### src/rtl/sd_join_pkg.sv
// Shared types for the sd_join synchronising join.
package sd_join_pkg;

  typedef enum logic {
    COLLECT = 1'b0,
    OUTPUT  = 1'b1
  } join_state_t;

endpackage

### src/rtl/sd_join_if.sv
// srdy/drdy bundle for sd_join: mirror input lanes plus the joined output.
interface sd_join_if #(
  parameter int mirror = 2,
  parameter int width  = 128
);
  logic [mirror-1:0]       c_srdy;
  logic [mirror-1:0]       c_drdy;
  logic [mirror*width-1:0] c_data;
  logic [mirror-1:0]       c_src_vld;
  logic                    p_srdy;
  logic                    p_drdy;
  logic [mirror*width-1:0] p_data;

  modport master (
    output c_srdy, c_data, c_src_vld, p_drdy,
    input  c_drdy, p_srdy, p_data
  );

  modport slave (
    input  c_srdy, c_data, c_src_vld, p_drdy,
    output c_drdy, p_srdy, p_data
  );
endinterface

### src/rtl/sd_join_lane.sv
// One join lane: holding register plus held flag; a load wins over a clear so
// a lane can re-arm in the same edge its previous item is released.
module sd_join_lane #(
  parameter int width = 128
) (
  input  logic             clk,
  input  logic             reset,
  input  logic             load,
  input  logic             clear,
  input  logic [width-1:0] d,
  output logic [width-1:0] q,
  output logic             held
);

  always_ff @(posedge clk or posedge reset) begin
    if (reset)      held <= 1'b0;
    else if (load)  held <= 1'b1;
    else if (clear) held <= 1'b0;
  end

  always_ff @(posedge clk) begin
    if (load) q <= d;
  end

endmodule

### src/rtl/sd_join.sv
// Synchronising join of mirror srdy/drdy lanes into one concatenated item.
// SD_JOIN_OVERLAP_EN adds an output register so the next set collects meanwhile.
// state   | meaning
// COLLECT | gathering lane items (overlap build: output register empty)
// OUTPUT  | joined item presented on p_srdy/p_data
module sd_join
  import sd_join_pkg::*;
#(
  parameter int mirror = 2,
  parameter int width  = 128
) (
  input  logic     clk,
  input  logic     reset,
  sd_join_if.slave bus
);

  logic [mirror-1:0]       emask;
  logic [mirror-1:0]       held;
  logic [mirror-1:0]       xfer;
  logic [mirror*width-1:0] hold_data;
  logic [mirror*width-1:0] joined;
  logic                    clear_all;
  join_state_t             state, state_nxt;

  // An all-zero mask means every lane takes part.
  assign emask = (bus.c_src_vld == '0) ? '1 : bus.c_src_vld;
  assign xfer  = bus.c_srdy & bus.c_drdy;

  for (genvar i = 0; i < mirror; i++) begin : g_lane
    sd_join_lane #(.width(width)) u_lane (
      .clk   (clk),
      .reset (reset),
      .load  (xfer[i]),
      .clear (clear_all),
      .d     (bus.c_data[i*width +: width]),
      .q     (hold_data[i*width +: width]),
      .held  (held[i])
    );
    assign joined[i*width +: width] = emask[i] ? hold_data[i*width +: width] : '0;
  end

  always_ff @(posedge clk or posedge reset) begin
    if (reset) state <= COLLECT;
    else       state <= state_nxt;
  end

`ifdef SD_JOIN_OVERLAP_EN
  logic                    all_held;
  logic                    out_free;
  logic                    fire;
  logic [mirror*width-1:0] out_data;

  assign all_held = ((held & emask) == emask);
  assign out_free = (state == COLLECT) | bus.p_drdy;
  assign fire     = all_held & out_free;

  assign bus.c_drdy = emask & (~held | {mirror{fire}});
  assign bus.p_srdy = (state == OUTPUT);
  assign bus.p_data = out_data;

  always_ff @(posedge clk) begin
    if (fire) out_data <= joined;
  end

  always_comb begin
    state_nxt = state;
    clear_all = fire;
    if (fire)                               state_nxt = OUTPUT;
    else if (state == OUTPUT && bus.p_drdy) state_nxt = COLLECT;
  end
`else
  assign bus.c_drdy = (state == COLLECT) ? (emask & ~held) : '0;
  assign bus.p_srdy = (state == OUTPUT);
  assign bus.p_data = joined;

  // Completion is judged on the held flags as they will be after this edge.
  always_comb begin
    state_nxt = state;
    clear_all = 1'b0;
    if (state == COLLECT) begin
      if (((held | xfer) & emask) == emask) state_nxt = OUTPUT;
    end else if (bus.p_drdy) begin
      state_nxt = COLLECT;
      clear_all = 1'b1;
    end
  end
`endif

endmodule

### src/flat_wrapper.sv
// flat-port wrapper written by rule: the top's interface ports become plain ports
module sd_join_flat import sd_join_pkg::*;
#(
  parameter int mirror = 2,
  parameter int width  = 128
)
  (clk, reset, bus_c_srdy, bus_c_data, bus_c_src_vld, bus_p_drdy, bus_c_drdy, bus_p_srdy, bus_p_data);
  sd_join_if #(.mirror(mirror), .width(width)) bus_i ();
  input  logic clk;
  input  logic reset;
  input wire logic [$bits(bus_i.c_srdy)-1:0] bus_c_srdy;
  input wire logic [$bits(bus_i.c_data)-1:0] bus_c_data;
  input wire logic [$bits(bus_i.c_src_vld)-1:0] bus_c_src_vld;
  input wire logic [$bits(bus_i.p_drdy)-1:0] bus_p_drdy;
  output wire logic [$bits(bus_i.c_drdy)-1:0] bus_c_drdy;
  output wire logic [$bits(bus_i.p_srdy)-1:0] bus_p_srdy;
  output wire logic [$bits(bus_i.p_data)-1:0] bus_p_data;
  assign bus_i.c_srdy = bus_c_srdy;
  assign bus_i.c_data = bus_c_data;
  assign bus_i.c_src_vld = bus_c_src_vld;
  assign bus_i.p_drdy = bus_p_drdy;
  assign bus_c_drdy = bus_i.c_drdy;
  assign bus_p_srdy = bus_i.p_srdy;
  assign bus_p_data = bus_i.p_data;
  sd_join #(.mirror(mirror), .width(width)) u_core (.clk(clk), .reset(reset), .bus(bus_i));
endmodule
### config.mk
export PLATFORM = sky130hd
export DESIGN_NAME = sd_join_flat
export DESIGN_NICKNAME = d
export VERILOG_FILES = /design/src/rtl/sd_join_pkg.sv /design/src/rtl/sd_join_if.sv /design/src/rtl/sd_join_lane.sv /design/src/rtl/sd_join.sv /design/src/flat_wrapper.sv
export SDC_FILE = /design/constraint.sdc
export NUM_CORES = 1
export LEC_CHECK = 0
export ABC_CLOCK_PERIOD_IN_PS = 13900
export BUFFER_PORTS_ARGS = -buffer_cell sky130_fd_sc_hd__buf_2
export CAP_MARGIN = 30
export CORE_AREA = 3 3 201 203
export DETAILED_ROUTE_END_ITERATION = 12
export DIE_AREA = 0 0 204 206
export PLACE_DENSITY = 0.54
export REMOVE_ABC_BUFFERS = 1
export SETUP_SLACK_MARGIN = 0.02
export SLEW_MARGIN = 20
export SYNTH_ARGS = -nofsm -noshare
export SYNTH_HDL_FRONTEND = slang
export SYNTH_SLANG_ARGS = --single-unit
### constraint.sdc
create_clock -name clk -period 13.9 [get_ports clk]
set_input_delay 0.695 -clock clk [delete_from_list [all_inputs] [get_ports clk]]
set_output_delay 0.695 -clock clk [all_outputs]
set_load 0.03 [all_outputs]
==> results.md, run 1 <==
* Final Critical Period at 2960 ps
* Cell row count at 72
* Reg-to-Reg End: u_core.g_lane[1].u_lane.q[64]$_DFFE_PP_
* Post-Route WL at 30400 microns
* Worst-path cell chain: buf_2 > nand2b_4 > buf_4 > and2_1 > buf_2
* Final setup vio count at 0
* Util after Layout at 0.355
* RSZ-0062 raised after global routing: false
* Hold path startpoint: bus_c_data[249]
* Fraction of layout instances using a drive strength above 1 at 0.513
* Commonest cells in the netlist: and2_1, edfxtp_1, buf_2, dfrtp_1
* Synthesized flop and latch total at 259
* Fillcell total at 3850
* Clk Latency, worst-skew pair at 540 ps
* TritonCTS clock tree: done
* Via Count at 6436
* Cell family with most CP delay: buffers and inverters
* Clk buf depth at 3
* DRT iter0 DRCs at 276
* CP max-delay cell: buf_4
* First-pass GRT wire length at 42200 microns
* Outcome: finished, final reports clean
* CTS Root Cell: clkbuf_16
* Final Skew at 11.6 ps
* Pin count of the biggest net entering global routing at 114
* Worst slew pin tran at 867 ps
* Pwr Density at 161 nW/um^2
* Routed len/inst at 18.6 microns
* Core footprint at 38600 sq um
* Drt drc at 0
* Die height at 206 microns
* Synth area leaders: edfxtp_1, and2_1, buf_2, dfrtp_1, nand2b_1
* Fin crit share at 0.213
* Clock transition at path regs at 60 ps
* First-pass detailed-route iteration total at 6
* Yosys top cell area share at 0.801
* CP arrival at 2270 ps
* Startpoint type of the worst setup path: input port
* Synthesized area at 9600 sq um
* FF-to-FF setup slack at 11240 ps
* Slew Viols, Final at 0
* Max-Cap Viols at 0
* Hold-critical path depth at 1
* Post-route antenna net violation count at 0
* Post-synth EDFFs at 256
* Setup_tns at 0 ps
* GRT Total Usage at 0.134
* Die ar. at 42000 sq um
* Layout Nets at 1352
* Hold Path Sink: u_core.g_lane[1].u_lane.q[121]$_DFFE_PP_
* Sequential area share after synthesis at 0.809
* Reg2Reg Depth at 3
* Warnings, synthesis at 0
* HPWL Detailed at 23400 microns
* Post-CTS setup buffers at 0
* Max VDD drop at 0.000102 V
* CP Capture Type: output pin
* Worst Hold Class: input port to flip-flop
* Crit path buffers/inverters at 3
* Placer Congestion at 0.795
* Initial Utilization at 0.248
* Area Overhead vs Synth at 42.9%
* Vias per std cell at 3.95
* H-tree depth at 1
* Cell taking the most area after synthesis: edfxtp_1
* Library cells used by synthesis at 16
* Cts bufs inserted at 29
* Multi-input gate area at 1710 sq um
* Cells after Synth at 558
* Main synth FF type: edfxtp_1
* Reg-to-Reg Start: u_core.bus.p_srdy$_DFF_PP0_
* Max Freq at 337 MHz
* Fin. Hold Viols at 0
* CP max stage delay at 650 ps
* Final total power at 2210 uW
* DIE WIDTH at 204 microns
* CP Data Required Time at 13200 ps
* Flip-flop and latch area at 7760 sq um
* Worst Path Max Fanout at 113
* Final worst slack at 10940 ps
* Dpl ws at 10730 ps
* IO Pins at 522
* Mapped Avg Cell Area at 17.2 sq um
* Overflow after GRT at 0
* Async S/R FF share, synth at 0.0116
* Leak at 0.00572 uW
* Port Buffers at 521
* Cell with the most instances after synthesis: and2_1
* Slew headroom at 0.422
* Clock Sinks at 259
* Crit-path most repeated cell: buf_2
* Crit Path Category: input port to output pin
* Vias in the first global route at 6572
* Initial antenna violation count at 14
## sequential cells by signal, indices dropped and copies added (netlist names)
signal,flops
u_core.g_lane.u_lane.held,2
u_core.bus.p_srdy,1
u_core.g_lane.u_lane.q,256
## power by group
group          switching (uW)  internal, uW  total, uW
registers                33.1           994       1030
logic                     332           136        468
clock network             295           418        713
## how the worst max path moves through the flow
stage                           startpoint                                  endpoint  cells after the start
after global placement    bus_c_src_vld[0]  u_core.g_lane[1].u_lane.q[103]$_DFFE_PP_                      5
after CTS                 bus_c_src_vld[0]                             bus_p_data[9]                      5
after detailed placement  bus_c_src_vld[0]   u_core.g_lane[1].u_lane.q[50]$_DFFE_PP_                      5
after floorplan           bus_c_src_vld[1]    u_core.g_lane[0].u_lane.q[0]$_DFFE_PP_                      2
final                     bus_c_src_vld[0]                             bus_p_data[9]                      5
after global routing      bus_c_src_vld[0]                            bus_p_data[25]                      5
## cells in the final DEF, fill, tap and decap left out, drive strengths merged
master,count
buf,527
and2,257
edfxtp,256
clkbuf,37
clkinv,13
dfrtp,3
diode,2
nor2b,2
nand2b,2
inv,2
bufinv,2
nor3,2
nand2,1
a22o,1
nor4,1
o41ai,1
a21oi,1
a21o,1
clkinvlp,1
dlygate4sd3,1
## cell families (layout without fill, tap and decap cells)
logic type	Yosys count	in the layout	synth area share
compound gates	4	4	0.00313
other cells	0	2	0
flops	259	259	0.809
simple gates	265	265	0.173
buf+inv	30	583	0.0154
## metal layers
layer	up-vias	track usage	routed length, microns
met3	61	0.0655	3780
met2	376	0.241	15100
met4	20	0.0359	851
met5	-	0	130
li1	3011	-	-
met1	2968	0.140	10500
## area by class of cell
type,instances,share of cell area
Multi-Input combinational cell,269,0.125
Sequential cell,259,0.566
Inverter,2,0.000547
Antenna cell,2,0.000365
Timing Repair Buffer,528,0.197
Clock buffer,37,0.0551
Clock inverter,16,0.00903
Tap cell,518,0.0472
## metrics by stage
step	instances	instance area, sq um	hold WS (ps)
CTS	1628	13700	284
global route	1629	13700	291
finish	1631	13700	325
global placement	1573	12800	529
floorplan	530	9460	449
detailed placement	1574	12800	550
## repair_timing
| item | 4_1_cts | 5_1_grt |
|---|---|---|
| hold buffers | 1 | 0 |
| gates resized for setup | 0 | 0 |
| endpoints found under the hold margin | 3 | 0 |
Power figures use the tool's default switching activity.
==> run 2: changes to the inputs <==
--- a/config.mk
+++ b/config.mk
@@ -5,13 +5,13 @@
 export SDC_FILE = /design/constraint.sdc
 export NUM_CORES = 1
 export LEC_CHECK = 0
-export ABC_CLOCK_PERIOD_IN_PS = 13900
+export ABC_CLOCK_PERIOD_IN_PS = 2800
 export BUFFER_PORTS_ARGS = -buffer_cell sky130_fd_sc_hd__buf_2
 export CAP_MARGIN = 30
 export CORE_AREA = 3 3 201 203
 export DETAILED_ROUTE_END_ITERATION = 12
 export DIE_AREA = 0 0 204 206
-export PLACE_DENSITY = 0.54
+export PLACE_DENSITY = 0.52
 export REMOVE_ABC_BUFFERS = 1
 export SETUP_SLACK_MARGIN = 0.02
 export SLEW_MARGIN = 20
==> constraint.sdc (replaced) <==
create_clock -name clk -period 2.8 [get_ports clk]
set_input_delay 0.14 -clock clk [delete_from_list [all_inputs] [get_ports clk]]
set_output_delay 0.14 -clock clk [all_outputs]
set_load 0.03 [all_outputs]
==> results.md, run 2 (synthesis gave the netlist of run 1 again) <==
* CP max-delay cell: nor4_2 (was buf_4)
* TritonCTS clock tree: done (unchanged)
* Initial Utilization at 0.248 (unchanged)
* Layout Nets at 1617 (was 1352)
* P_int at 8330 uW (was 1550 uW)
* Outcome: finished, final reports clean (unchanged)
* Pwr Density at 713 nW/um^2 (was 161 nW/um^2)
* Vias in the first global route at 8034 (was 6572)
* Fin. Hold Viols at 0 (unchanged)
* Dpl cell area at 12900 sq um (was 12800 sq um)
* Number of flip-flops in the largest register at 256 (unchanged)
* Switching share of power at 0.291 (was 0.299)
* Worst-path cell chain: nor4_2 > buf_12 > buf_12 (was buf_2 > nand2b_4 > buf_4 > and2_1 > buf_2)
* CP Capture Type: flip-flop (was output pin)
* CP arrival at 2180 ps (was 2270 ps)
* Post-Route WL at 33800 microns (was 30400 microns)
* GRT Total Usage at 0.150 (was 0.134)
* Clk Latency, worst-skew pair at 540 ps (about the same)
* Crit-path most repeated cell: buf_12 (was buf_2)
* Initial antenna violation count at 2 (was 14)
* Worst Path Max Fanout at 69 (was 113)
* RSZ-0062 raised after global routing: false (unchanged)
* Die height at 206 microns (unchanged)
* Worst slew pin tran at 824 ps (was 867 ps)
* Fillcell total at 3533 (was 3850)
* Clock Sinks at 259 (unchanged)
* Die ar. at 42000 sq um (unchanged)
* Max Freq at 510 MHz
* Routed len/inst at 17.8 microns (was 18.6 microns)
* Startpoint type of the worst setup path: flip-flop (was input port)
* Clock power frac at 0.336 (was 0.323)
* Cell row count at 72 (unchanged)
* DIE WIDTH at 204 microns (unchanged)
* Port Buffers at 521 (unchanged)
* Core footprint at 38600 sq um (unchanged)
* Fin crit share at 0.700
* Max-Cap Viols at 0 (unchanged)
* Drt drc at 0 (unchanged)
* HPWL Detailed at 23800 microns (was 23400 microns)
* Clock transition at path regs at 60 ps (about the same)
* Worst Hold Class: input port to flip-flop (unchanged)
* Final Critical Period at 1960 ps
* Cts bufs inserted at 29 (unchanged)
* Fraction of layout instances using a drive strength above 1 at 0.419 (was 0.513)
* DRT iter0 DRCs at 230 (was 276)
* Leak at 0.00688 uW (was 0.00572 uW)
* H-tree depth at 1 (unchanged)
* Critical path endpoint: u_core.g_lane[0].u_lane.q[54]$_DFFE_PP_ (was bus_p_data[9])
* Commonest non-fill, non-tap cell in the layout: buf_2 (unchanged)
* Reg-to-Reg End: u_core.g_lane[0].u_lane.q[54]$_DFFE_PP_ (was u_core.g_lane[1].u_lane.q[64]$_DFFE_PP_)
* Overflow after GRT at 0 (unchanged)
* Via Count at 7519 (was 6436)
* Placer Congestion at 0.810 (was 0.795)
* Max VDD drop at 0.000552 V (was 0.000102 V)
* CP max stage delay at 470 ps (was 650 ps)
* Gate power share at 0.230 (was 0.212)
* Final setup vio count at 0 (unchanged)
* CP Data Required Time at 3020 ps (was 13200 ps)
* Final Skew at 10.4 ps (was 11.6 ps)
* FF-to-FF setup slack at 840 ps (was 11240 ps)
* Sequential power share at 0.433 (was 0.465)
* Filler-free cell count of the finished design at 1896 (was 1631)
* Slew headroom at 0.451 (was 0.422)
* IO Pins at 522 (unchanged)
* Placed cell count at 1578 (was 1574)
* Reg2Reg Depth at 3 (unchanged)
* Sw power at 3430 uW (was 660 uW)
* Biggest register: u_core.g_lane.u_lane.q (unchanged)
* First-pass GRT wire length at 47900 microns (was 42200 microns)
* Final instance area at 16500 sq um (was 13700 sq um)
* Post-CTS setup buffers at 0 (unchanged)
* Origin of the worst setup path: u_core.bus.p_srdy$_DFF_PP0_ (was bus_c_src_vld[0])
* Area Overhead vs Synth at 71.8% (was 42.9%)
* Crit Path Category: flip-flop to flip-flop (was input port to output pin)
* Reg-to-Reg Start: u_core.bus.p_srdy$_DFF_PP0_ (unchanged)
* Pin count of the biggest net entering global routing at 113 (was 114)
* Most frequent cells in the layout: buf_2, dlygate4sd3_1, and2_1, edfxtp_1, clkbuf_16 (was buf_2, and2_1, edfxtp_1, clkbuf_16, clkbuf_1)
* Clk buf depth at 3 (unchanged)
* Post-route antenna net violation count at 0 (unchanged)
* First-pass detailed-route iteration total at 4 (was 6)
* CTS Root Cell: clkbuf_16 (unchanged)
* Vias per std cell at 3.97 (was 3.95)
* Slew Viols, Final at 0 (unchanged)
run 2: cell count changes in the layout (fill, tap and decap cells not counted), sizes merged:
| cell | change |
|---|---|
| dlygate4sd3 | +262 |
| clkinvlp | +1 |
| clkinv | -2 |
| clkbuf | -3 |
| buf | +3 |
| bufinv | +4 |
run 2: stage by stage:
step	setup WS [ps]	setup TNS [ps]	hold WS, ps	total power, uW	utilization
detailed placement	870	0	16.2	7580	0.333
global route	747	0	237	12200	0.427
CTS	862	0	168	11900	0.427
floorplan	-10900	-1635460	-106	6490	-
finish	840	0	210	11800	0.427
global placement	919	0	15.9	7570	0.333
run 2: area by class of cell:
type / count / area, sq um / share of cell area
sequential: 259 / 7760 / 0.471
clock inverter: 19 / 243 / 0.0147
multi-input combinational: 269 / 1710 / 0.104
antenna: 2 / 5.00 / 0.000303
clock buffer: 34 / 744 / 0.0451
tap: 518 / 648 / 0.0393
inverter: 2 / 7.51 / 0.000455
timing repair buffer: 793 / 5370 / 0.326
run 2: layer usage:
layer  part of all wire  track usage
met1               0.36        0.162
met2               0.50        0.273
met3              0.087       0.0477
met4              0.045       0.0622
met5                  0            0
run 2: timing repair:
item	in CTS	in global routing
resized for setup	0	0
endpoints found under the setup margin	0	0
endpoints found under the hold margin	262	0
hold buffers	263	0
run 2: critical path, delay by kind of cell (launching register included):
family                 cells  cell delay [ps]
buffers and inverters      2              630
AND/OR/NAND/NOR            1              470
flip-flops                 1              440
run 2: how the worst min path moves through the flow:
stage	start	endpoint	slack, ps	cells past startpoint
global route	bus_c_src_vld[0]	u_core.g_lane[0].u_lane.held$_DFFE_PP0P_	240	4
CTS	bus_c_src_vld[0]	u_core.g_lane[0].u_lane.held$_DFFE_PP0P_	170	4
floorplan	reset	u_core.bus.p_srdy$_DFF_PP0_	-110	1
detailed placement	reset	u_core.g_lane[0].u_lane.held$_DFFE_PP0P_	20	2
finish	bus_c_src_vld[0]	u_core.g_lane[0].u_lane.held$_DFFE_PP0P_	210	4
global placement	reset	u_core.bus.p_srdy$_DFF_PP0_	20	2
run 2: power by group through the flow:
stage / registers [uW] / clock network (uW) / logic [uW]
3_3_place_gp: 5170 / 0 / 2400
2_1_floorplan: 5150 / 0 / 1340
5_1_grt: 5140 / 4210 / 2880
4_1_cts: 5100 / 4080 / 2730
3_5_place_dp: 5180 / 0 / 2400
6_report: 5100 / 3950 / 2700
==> run 3: changes to the inputs <==
--- a/config.mk
+++ b/config.mk
@@ -5,7 +5,7 @@
 export SDC_FILE = /design/constraint.sdc
 export NUM_CORES = 1
 export LEC_CHECK = 0
-export ABC_CLOCK_PERIOD_IN_PS = 2800
+export ABC_CLOCK_PERIOD_IN_PS = 2000
 export BUFFER_PORTS_ARGS = -buffer_cell sky130_fd_sc_hd__buf_2
 export CAP_MARGIN = 30
 export CORE_AREA = 3 3 201 203
==> constraint.sdc (replaced) <==
create_clock -name clk -period 2 [get_ports clk]
set_input_delay 0.1 -clock clk [delete_from_list [all_inputs] [get_ports clk]]
set_output_delay 0.1 -clock clk [all_outputs]
set_load 0.03 [all_outputs]
==> results.md, run 3 (synthesis gave the netlist of run 1 again) <==
* Max Freq at 578 MHz (was 510 MHz)
* Post-route antenna net violation count at 0 (unchanged)
* Slew Viols, Final at 0 (unchanged)
* DRT iter0 DRCs at 305 (was 230)
* CP Data Required Time at 2240 ps (was 3020 ps)
* Routed len/inst at 17.7 microns (was 17.8 microns)
* Worst-path cell chain: nor4_2 > buf_12 > buf_12 (unchanged)
* Hold-critical path depth at 2 (was 4)
* Post-CTS setup buffers at 0 (unchanged)
* Drt drc at 0 (unchanged)
* Startpoint type of the worst setup path: flip-flop (unchanged)
* Fraction of layout instances using a drive strength above 1 at 0.424 (was 0.419)
* TritonCTS clock tree: done (unchanged)
* Cell row count at 72 (unchanged)
* Reg-to-Reg End: u_core.g_lane[0].u_lane.q[87]$_DFFE_PP_ (was u_core.g_lane[0].u_lane.q[54]$_DFFE_PP_)
* Crit-path most repeated cell: buf_12 (unchanged)
* Reg2Reg Depth at 3 (unchanged)
* CP max stage delay at 460 ps (was 470 ps)
* FF-to-FF setup slack at 270 ps (was 840 ps)
* Worst Path Max Fanout at 35 (was 69)
* Dpl ws at 278 ps (was 870 ps)
* CP Depth at 3 (unchanged)
* Clk buf depth at 3 (unchanged)
* CTS Root Cell: clkbuf_16 (unchanged)
* H-tree depth at 1 (unchanged)
* Placer Congestion at 0.793 (was 0.810)
* Port Buffers at 521 (unchanged)
* Outcome: finished, final reports clean (unchanged)
* Dpl cell area at 13000 sq um (was 12900 sq um)
* Clock Sinks at 259 (unchanged)
* Slew headroom at 0.689 (was 0.451)
* Final Critical Period at 1730 ps (was 1960 ps)
* Via Count at 7509 (was 7519)
* Max-Cap Viols at 0 (unchanged)
* Fin. Hold Viols at 0 (unchanged)
* GRT Total Usage at 0.151 (was 0.150)
* Layout Nets at 1623 (was 1617)
* RSZ-0062 raised after global routing: false (unchanged)
* Final worst slack at 268 ps (was 840 ps)
* Final hold slack at 255 ps (was 210 ps)
* Worst Hold Class: input port to flip-flop (unchanged)
* Fin crit share at 0.866 (was 0.700)
* Initial antenna violation count at 3 (was 2)
* Reg-to-Reg Start: u_core.bus.p_srdy$_DFF_PP0_ (unchanged)
* CP Capture Type: flip-flop (unchanged)
* First-pass GRT wire length at 48200 microns (was 47900 microns)
* Die ar. at 42000 sq um (unchanged)
* Vias per std cell at 3.95 (was 3.97)
* Hold Path Sink: u_core.g_lane[1].u_lane.q[41]$_DFFE_PP_ (was u_core.g_lane[0].u_lane.held$_DFFE_PP0P_)
* Biggest register: u_core.g_lane.u_lane.q (unchanged)
* Most frequent cells in the layout: buf_2, dlygate4sd3_1, and2_1, edfxtp_1, clkbuf_16 (unchanged)
* Max VDD drop at 0.000737 V (was 0.000552 V)
* Crit Path Category: flip-flop to flip-flop (unchanged)
* Final Skew at 9.79 ps (was 10.4 ps)
* CP arrival at 1970 ps (was 2180 ps)
* Leak at 0.00691 uW (was 0.00688 uW)
* Area Overhead vs Synth at 72.3% (was 71.8%)
* Setup_tns at 0 ps (unchanged)
* Crit path buffers/inverters at 2 (unchanged)
* Commonest non-fill, non-tap cell in the layout: buf_2 (unchanged)
* Final instance area at 16500 sq um (about the same)
* Core footprint at 38600 sq um (unchanged)
* Cts bufs inserted at 29 (unchanged)
* DIE WIDTH at 204 microns (unchanged)
* CP max-delay cell: nor4_2 (unchanged)
* Cell family with most CP delay: buffers and inverters (unchanged)
* Clock transition at path regs at 60 ps (about the same)
* Worst slew pin tran at 466 ps (was 824 ps)
* Hold path startpoint: bus_c_data[169] (was bus_c_src_vld[0])
* Clk Latency, worst-skew pair at 550 ps (was 540 ps)
* Initial Utilization at 0.248 (unchanged)
* Vias in the first global route at 8139 (was 8034)
* Post-Route WL at 33800 microns (about the same)
* HPWL Detailed at 24300 microns (was 23800 microns)
* Pwr Density at 980 nW/um^2 (was 713 nW/um^2)
* IO Pins at 522 (unchanged)
* First-pass detailed-route iteration total at 6 (was 4)
* Number of flip-flops in the largest register at 256 (unchanged)
* Die height at 206 microns (unchanged)
* Overflow after GRT at 0 (unchanged)
* Pin count of the biggest net entering global routing at 129 (was 113)
* Final setup vio count at 0 (unchanged)
[run 3: worst max path at each step]
stage                                                    to                        start  slack [ps]
floorplan            u_core.g_lane[0].u_lane.q[0]$_DFFE_PP_  u_core.bus.p_srdy$_DFF_PP0_      -11700
global placement    u_core.g_lane[0].u_lane.q[78]$_DFFE_PP_  u_core.bus.p_srdy$_DFF_PP0_         290
detailed placement  u_core.g_lane[0].u_lane.q[77]$_DFFE_PP_  u_core.bus.p_srdy$_DFF_PP0_         280
CTS                  u_core.g_lane[0].u_lane.q[7]$_DFFE_PP_  u_core.bus.p_srdy$_DFF_PP0_         270
global route        u_core.g_lane[0].u_lane.q[87]$_DFFE_PP_  u_core.bus.p_srdy$_DFF_PP0_         150
finish              u_core.g_lane[0].u_lane.q[87]$_DFFE_PP_  u_core.bus.p_srdy$_DFF_PP0_         270
[run 3: final cells by class]
cell class / count / area [sq um]
tap: 518 / 648
antenna: 2 / 5.00
clock inverter: 22 / 193
clock buffer: 31 / 733
fill: 3509 / 22100
inverter: 2 / 7.51
sequential: 259 / 7760
multi-input combinational: 269 / 1710
timing repair buffer: 799 / 5480
[run 3: timing repair]
| item | in CTS | in global routing |
|---|---|---|
| endpoints found under the hold margin | 262 | 0 |
| gates resized for setup | 0 | 0 |
| hold buffers | 263 | 0 |
[run 3: through the flow]
step                      power, uW  cells  utilization
after CTS                     16400   1900        0.428
after detailed placement      10700   1584        0.336
final                         16200   1902        0.428
after global placement        10700   1584        0.336
after floorplan                8740    530            -
after global routing          16900   1901        0.428
[run 3: per-layer routing]
layer  track usage  share of wire  up-vias  routed length [microns]
met5             0        0.00030        -                       10
li1              -              -     3549                        -
met4        0.0455          0.030        2                     1020
met1         0.160           0.36     3535                    12100
met3        0.0504          0.091       53                     3090
met2         0.284           0.52      370                    17500
[run 3: report_power, final]
| group | switching, uW | leakage (uW) | total, uW | internal, uW |
|---|---|---|---|---|
| sequential | 226 | 0.00238 | 7120 | 6890 |
| clock | 2160 | 0.000464 | 5190 | 3030 |
| combinational | 2470 | 0.00407 | 3890 | 1420 |
